**src/rtl/cfg_lut_pkg.sv**
```systemverilog
// Shared types and sizing helpers for the reconfigurable LUT bank.
// Latency: n/a (package only).
// Backpressure: n/a (package only).
package cfg_lut_pkg;

    // Loader sequencing states.
    typedef enum logic [1:0] {
        IDLE  = 2'd0,
        SHIFT = 2'd1,
        ARMED = 2'd2
    } cfg_state_e;

    // Truth-table width for a k-input LUT.
    function automatic int tbl_w(input int k);
        return 1 << k;
    endfunction

    // Width of a channel index; never narrower than one bit.
    function automatic int chan_w(input int n);
        return (n > 1) ? $clog2(n) : 1;
    endfunction

endpackage

```
**src/rtl/lut_channel.sv**
```systemverilog
// One LUT channel: serially written shadow table, atomically loaded active table, K-bit mux.
// Latency: 1 cycle when REGISTERED, else combinational from the active table.
// Backpressure: none; writes and commits are accepted whenever enabled.
module lut_channel
    import cfg_lut_pkg::*;
#(
    parameter int                  K          = 4,
    parameter bit                  REGISTERED = 1'b1,
    parameter logic [tbl_w(K)-1:0] RESET_LUT  = '0
) (
    input  logic         clk,
    input  logic         rst_n,
    input  logic [K-1:0] lut_in_i,
    input  logic         wr_en_i,
    input  logic [K-1:0] wr_idx_i,
    input  logic         wr_bit_i,
    input  logic         commit_i,
    output logic         lut_out_o
);

    localparam int TW = tbl_w(K);

    logic [TW-1:0] shadow_q, shadow_d;
    logic [TW-1:0] active_q, active_d;
    logic          eval_bit;

    // Serial write of one shadow bit.
    always_comb begin
        shadow_d = shadow_q;
        if (wr_en_i) begin
            shadow_d[wr_idx_i] = wr_bit_i;
        end
    end

    // Whole-table swap on commit so evaluation never sees a partial table.
    always_comb begin
        active_d = commit_i ? shadow_q : active_q;
    end

    // Table storage; reset discards any partial or uncommitted load.
    always_ff @(posedge clk) begin
        if (!rst_n) begin
            shadow_q <= '0;
            active_q <= RESET_LUT;
        end else begin
            shadow_q <= shadow_d;
            active_q <= active_d;
        end
    end

    assign eval_bit = active_q[lut_in_i];

    generate
        if (REGISTERED) begin : g_reg
            logic out_q;

            // Registered evaluation result.
            always_ff @(posedge clk) begin
                if (!rst_n) begin
                    out_q <= 1'b0;
                end else begin
                    out_q <= eval_bit;
                end
            end

            assign lut_out_o = out_q;
        end else begin : g_comb
            assign lut_out_o = eval_bit;
        end
    endgenerate

endmodule

```
**src/rtl/cfg_lut_bank.sv**
```systemverilog
// Bank of N runtime-loadable K-input LUTs with serial shadow load and atomic multi-channel commit.
// Latency: lut_out 1 cycle after lut_in when REGISTERED, else combinational; new tables visible the cycle after commit.
// Backpressure: serial loader stalls on cfg_bit_valid low; start/commit outside their legal states are dropped.
module cfg_lut_bank
    import cfg_lut_pkg::*;
#(
    parameter int                  K          = 4,
    parameter int                  N          = 4,
    parameter bit                  REGISTERED = 1'b1,
    parameter logic [tbl_w(K)-1:0] RESET_LUT  = '0
) (
    input  logic                 clk,
    input  logic                 rst_n,
    input  logic [N*K-1:0]       lut_in,
    output logic [N-1:0]         lut_out,
    input  logic                 cfg_start,
    input  logic [chan_w(N)-1:0] cfg_chan,
    input  logic                 cfg_bit,
    input  logic                 cfg_bit_valid,
    input  logic                 cfg_commit,
    output logic                 cfg_busy,
    output logic [N-1:0]         cfg_dirty,
    output logic                 cfg_done,
    output logic                 cfg_err
);

    localparam int             TW   = tbl_w(K);
    localparam int             CW   = chan_w(N);
    localparam int             CNTW = K + 1;
    localparam logic [CW:0]    N_L  = (CW + 1)'(N);

    cfg_state_e        state_q, state_d;
    logic [CW-1:0]     chan_q, chan_d;
    logic [CNTW-1:0]   cnt_q, cnt_d;
    logic [N-1:0]      dirty_q, dirty_d;
    logic              done_q, done_d;
    logic              err_q, err_d;

    logic              chan_ok;
    logic              last_bit;
    logic              wr_en;
    logic              commit_en;
    logic [K-1:0]      wr_idx;
    logic [N-1:0]      chan_oh;
    logic [N-1:0]      commit_vec;

    assign chan_ok  = ({1'b0, cfg_chan} < N_L);
    assign last_bit = (cnt_q == CNTW'(TW - 1));
    // Bits arrive MSB first, so table index is TW-1-cnt, i.e. the inverted low counter bits.
    assign wr_idx   = ~cnt_q[K-1:0];

    // One-hot decode of the channel being loaded.
    always_comb begin
        chan_oh = '0;
        for (int i = 0; i < N; i++) begin
            chan_oh[i] = (chan_q == CW'(i));
        end
    end

    // Loader next-state logic: channel select, bit counter, dirty mask and status pulses.
    always_comb begin
        state_d   = state_q;
        chan_d    = chan_q;
        cnt_d     = cnt_q;
        dirty_d   = dirty_q;
        done_d    = 1'b0;
        err_d     = 1'b0;
        wr_en     = 1'b0;
        commit_en = 1'b0;
        case (state_q)
            IDLE: begin
                if (cfg_start) begin
                    if (chan_ok) begin
                        chan_d  = cfg_chan;
                        cnt_d   = '0;
                        state_d = SHIFT;
                    end else begin
                        err_d = 1'b1;
                    end
                end
            end
            SHIFT: begin
                if (cfg_bit_valid) begin
                    wr_en = 1'b1;
                    if (last_bit) begin
                        dirty_d = dirty_q | chan_oh;
                        cnt_d   = '0;
                        state_d = ARMED;
                    end else begin
                        cnt_d = cnt_q + CNTW'(1);
                    end
                end
            end
            ARMED: begin
                // Commit has priority over a simultaneous start.
                if (cfg_commit) begin
                    commit_en = 1'b1;
                    dirty_d   = '0;
                    done_d    = 1'b1;
                    state_d   = IDLE;
                end else if (cfg_start) begin
                    if (chan_ok) begin
                        chan_d  = cfg_chan;
                        cnt_d   = '0;
                        state_d = SHIFT;
                    end else begin
                        err_d = 1'b1;
                    end
                end
            end
            default: begin
                state_d = IDLE;
            end
        endcase
    end

    // Loader state registers.
    always_ff @(posedge clk) begin
        if (!rst_n) begin
            state_q <= IDLE;
            chan_q  <= '0;
            cnt_q   <= '0;
            dirty_q <= '0;
            done_q  <= 1'b0;
            err_q   <= 1'b0;
        end else begin
            state_q <= state_d;
            chan_q  <= chan_d;
            cnt_q   <= cnt_d;
            dirty_q <= dirty_d;
            done_q  <= done_d;
            err_q   <= err_d;
        end
    end

    // Only dirty channels take their shadow on commit; clean ones keep their active table.
    assign commit_vec = dirty_q & {N{commit_en}};

    assign cfg_busy  = (state_q == SHIFT);
    assign cfg_dirty = dirty_q;
    assign cfg_done  = done_q;
    assign cfg_err   = err_q;

    for (genvar gi = 0; gi < N; gi++) begin : g_chan
        lut_channel #(
            .K          (K),
            .REGISTERED (REGISTERED),
            .RESET_LUT  (RESET_LUT)
        ) u_chan (
            .clk       (clk),
            .rst_n     (rst_n),
            .lut_in_i  (lut_in[gi*K +: K]),
            .wr_en_i   (wr_en & chan_oh[gi]),
            .wr_idx_i  (wr_idx),
            .wr_bit_i  (cfg_bit),
            .commit_i  (commit_vec[gi]),
            .lut_out_o (lut_out[gi])
        );
    end

endmodule

```
**config.mk**
```make
export PLATFORM = sky130hd
export DESIGN_NAME = cfg_lut_bank
export DESIGN_NICKNAME = d
export VERILOG_FILES = /design/src/rtl/cfg_lut_pkg.sv /design/src/rtl/lut_channel.sv /design/src/rtl/cfg_lut_bank.sv
export SDC_FILE = /design/constraint.sdc
export NUM_CORES = 1
export LEC_CHECK = 0
export CAP_MARGIN = 20
export CORE_ASPECT_RATIO = 1.1
export CORE_MARGIN = 10
export CORE_UTILIZATION = 29
export DETAILED_ROUTE_END_ITERATION = 12
export HOLD_SLACK_MARGIN = 0.02
export PLACE_DENSITY = 0.46
export RECOVER_POWER = 100
export SLEW_MARGIN = 40
export SYNTH_ARGS = -nofsm -noshare
export SYNTH_HDL_FRONTEND = slang
export SYNTH_SLANG_ARGS = --single-unit
```
**constraint.sdc**
```tcl
create_clock -name clk -period 4.4 [get_ports clk]
set_clock_uncertainty 0.1 [all_clocks]
set_input_delay 0.66 -clock clk [delete_from_list [all_inputs] [get_ports clk]]
set_output_delay 0.66 -clock clk [all_outputs]
set_load 0.05 [all_outputs]
```
# Yosys cells after proc, flatten, opt, wreduce, memory -nomap -nowiden
# Cells that the tools add are included.
# W data, S select, Z words.
# totals
reg_bits	146
inputBits	24
out_inout_bits	11
word_cells	86
# classes
add_sub_neg	1
order_cmp	6
n_eq_ne	10
muxes	35
n_bitwise	7
n_reduce_logical	10
# ops
operator	count
$bwmux W16	4
$lt A4 B5 Y1 const B	5
$mux W5	4
$bmux W1 S4	4
$pmux W5 S3	1
$mux W2	6
$mux W4	3
$mux W1	9
$pmux W4 S2	1
$eq A2 B2 Y1 const B	3
$ne A2 B2 Y1 const B	3
$pmux W2 S3	1
$add A5 B1 Y5 const B	1
$eq A5 B4 Y1 const B	1
$and A1 B1 Y1	4
$and A4 B4 Y4	1
$demux W1 S4	1
$eq A2 B1 Y1 const B	2
$ge A4 B1 Y1 const B	1
$logic_not A2 Y1	2
$not A4 Y4	1
$or A4 B4 Y4	1
$pmux W2 S2	1
$reduce_and A2 Y1	2
other kinds (6)	7

# Logic depth before layout (Yosys ltp)
# depth
ltp_word	6
mapped_depth	8
ltp_nobuf	5

# Modules after synthesis
# A second synthesis with hierarchy kept.
# hier_totals
cells_unflattened	698
area_unflattened_um2	6685.2
# by_module_without_submodules
mod	n_inst	cells_per_inst	area_per_inst_um2	seq_area_each_um2
lut_channel at g_chan[0].u_chan ...	3	154	1497.7	660.6
lut_channel at g_chan[3].u_chan	1	155	1502.7	660.6
cfg_lut_bank	1	81	689.4	280.3

# Worst setup path after synthesis
# OpenSTA, ideal clock, no wires.
# synth_path
path_kind	flip-flop to output port
from	register state_q[0]
to	output cfg_busy
t_arrival_ps	1288
required_time_ps	3640
setup_slack_ps	2352
stages_incl_launch_ff	3
n_path_buf	1
path_cell_list	dfxtp_1 -> buf_2 -> nor2b_1
# synth_via
elab_chain_cells	1
# synth_rtl
element	line	text
start, declared	cfg_lut_bank.sv:32	cfg_state_e state_q, state_d;
start signal, assigned	cfg_lut_bank.sv:127	state_q <= state_d;
$eq A2 B1 Y1	cfg_lut_bank.sv:139	assign cfg_busy = (state_q == SHIFT);
end, declared	cfg_lut_bank.sv:21	output logic cfg_busy,
# No other way between the ends.

# Final worst setup path
# Same ends and word-level chain as after synthesis.

==> flow_summary.yaml <==
detailed_routing:
  wl_met3_um: 743
  antenna_left: 0
  highest_layer: "met4"
  drt_iter0_drc: 378
  vias: 5274
  wl_met1_um: 8760
  routedWlPerCell_um: 17.8
  wl_met2_um: 9120
  vias_per_cell: 4.94
  totalWireLength_um: 19000
  dr.pass1.iters: 4
  drc: 0
clock_tree:
  ctsHoldBuffers: 0
  cts.clk_slew.worst_paths_ps: 60
  post_cts_resized: 0
  clk_latency_ps: 420
  cts_setup_buffers: 0
  clock_sinks: 146
  cts_buffers: 17
  clock_path_buffers: 2
  cts_max_level: 4
  cts_tree: "yes"
  clockRootBuffer: "clkbuf_16"
floorplanning:
  die_x_um: 164
  std_cell_rows: 57
  dieArea_um2: 29300
  coreArea_um2: 22300
  io_pins: 35
  die_y_um: 179
  start_util_pct: 29.7
pwr:
  p_sw_w: 0.000641
  peakVddDrop_mv: 0.263
  p_sw_share_pct: 22.3
  p_leak_nw: 2.43
  p_comb_share_pct: 5.5
  intPower_w: 0.00223
  p_clk_share_pct: 48.0
  seq_power_share_pct: 46.5
  p_total_w: 0.00287
  p_per_area_nw_per_um2: 383
synthesis:
  synth-main-ff-cell: "dfxtp_1"
  ys_ff_latch: 146
  synthDistinctLibCells: 37
  synth-seq-area-share_pct: 44.1
  synthCells: 772
  syn_nets: 800
  synth_top_area_cell: "dfxtp_1"
  synth_edf_count: 0
  async_flop_share_pct: 0
  yosysMostFrequentCell: "nand2_1"
  yosysTopAreaCellShare_pct: 44.1
  ys_top_cells_by_area: "dfxtp_1, nand2_1, a21boi_0"
  syn_area_um2: 6630
  ys_warn_count: 0
  syn_avg_cell_area_um2: 8.58
  synth_common_cells: "nand2_1, dfxtp_1, nand3_1"
setup_path:
  crit_path_start_kind: "flop"
  cp_slowest_cell: "dlygate4sd3_1"
  cp.buffers_inverters: 1
  critPathMaxStageDelay_ps: 940
  worstPathCellList: "nor2b_1, dlygate4sd3_1"
  critPathArrivalTime_ps: 2190
  worstSetupPathType: "flop to output port"
  cp_top_family: "buffers and inverters"
  setup.worst_path.end_class: "output port"
  crit_fanout: 9
  required_ps: 3640
global_route:
  grt_start_max_net_pins: 76
  antenna_found_initial: 0
  grt_pass1_vias: 5302
  grt_pass1_wl_um: 30100
  grt-ovfl-total: 0
  track_usage_pct: 13.3
cells_and_area:
  multi_input_area_um2: 3290
  final_nets: 791
  drive_gt1_share_pct: 5.56
  fillers: 2344
  fin_area_um2: 7490
  syn_to_final_growth_pct: 13.1
  seq_area_um2: 2920
  diodes: 0
timing:
  fin_crit_ps: 2950
  setup_viol: 0
  slew_headroom_pct: 34.4
  hold_violations: 0
  tightest_slew_ps: 984
  timing.hold.ws_ps: 339
  timing.final.crit_share_pct: 67.0
  fmax_mhz: 339
  fin_tns_setup_ps: 0
  rsz0062_at_grt: "no"
  slew_viol_final: 0
hold_path:
  hp-class: "flop to flop"
placed_design:
  place_area_um2: 6940
  dpl.hpwl_um: 12500
  portBuffers: 33
  gp_congestion: 0.796
run_status:
  status: "completed"
job:
  maxCapViolCount: 0
-- state kept, by name, summed over array words and instances, names as in the netlist --
| signal | flops |
|---|---|
| cfg_done | 1 |
| chan_q | 2 |
| cfg_dirty | 4 |
| g_chan.u_chan.active_q | 64 |
| g_chan.u_chan.lut_out_o | 4 |
| state_q | 2 |
| g_chan.u_chan.shadow_q | 64 |
| cnt_q | 5 |
-- cell families (layout without fill, tap and decap cells) --
| group | count (synthesis) | count (layout) | synth area share [%] |
|---|---|---|---|
| simple gates | 304 | 304 | 20.8 |
| compound gates | 223 | 223 | 22.5 |
| flops | 146 | 146 | 44.1 |
| buf+inv | 67 | 68 | 6.21 |
| mux | 25 | 25 | 5.29 |
| fa+ha+maj | 4 | 4 | 0.755 |
| xor+xnor | 2 | 2 | 0.264 |
| other cells | 1 | 1 | 0.0566 |
-- through the flow --
stage / setup WS, ps / utilization [%] / std cells
3_5_place_dp: 1600 / 31.1 / 1039
4_1_cts: 1500 / 33.6 / 1068
2_1_floorplan: 2350 / - / 772
6_report: 1450 / 33.6 / 1068
5_1_grt: 1330 / 33.6 / 1068
3_3_place_gp: 1650 / 31.1 / 1039
-- cells in the final DEF, fill, tap and decap left out, types with 12 or more instances in the layout --
cell type	n
dlygate4sd3_1	17
dfxtp_1	146
clkbuf_16	17
clkdlybuf4s50_1	14
o21ai_0	66
and2_1	13
a21boi_0	123
nand3_1	81
mux2i_1	17
nand2_1	166
nor2b_1	12
-- per-layer routing --
metal	vias up	global-route usage, %
li1	2648	-
met1	2525	17.4
met2	78	21.1
met3	23	3.02
met4	0	4.62
met5	-	0
-- final timing paths --
check,startpoint,endpoint,slack (ps),depth (start not counted)
min reg2reg,cnt_q[4],cnt_q[4],340,2
min,cnt_q[4],cnt_q[4],340,2
max reg2reg,state_q[0],g_chan[0].u_chan.shadow_q[15],2130,4
max,state_q[0],cfg_busy,1450,2
-- power groups by stage --
stage	Combinational, W	Clock [W]	Sequential, W
global route	0.000171	0.00147	0.00133
floorplan	0.000113	0	0.00136
CTS	0.000163	0.00141	0.00133
global placement	0.000162	0	0.00136
finish	0.000158	0.00138	0.00133
detailed placement	0.000162	0	0.00136
-- worst reg2reg max path, stage by stage, from the launching register on --
cell	delay (ps)
dfxtp_1	450
and3b_1	460
and2_0	840
nand3_1	160
a21boi_0	190
-- final cells by class --
class	instances	share of cell area, %
inverter	3	0.150
tap	295	4.92
sequential	146	39.0
timing repair buffer	36	4.61
clock inverter	5	0.701
clock buffer	24	6.69
multi-input combinational	559	43.9
(Power assumes the default switching activity.)
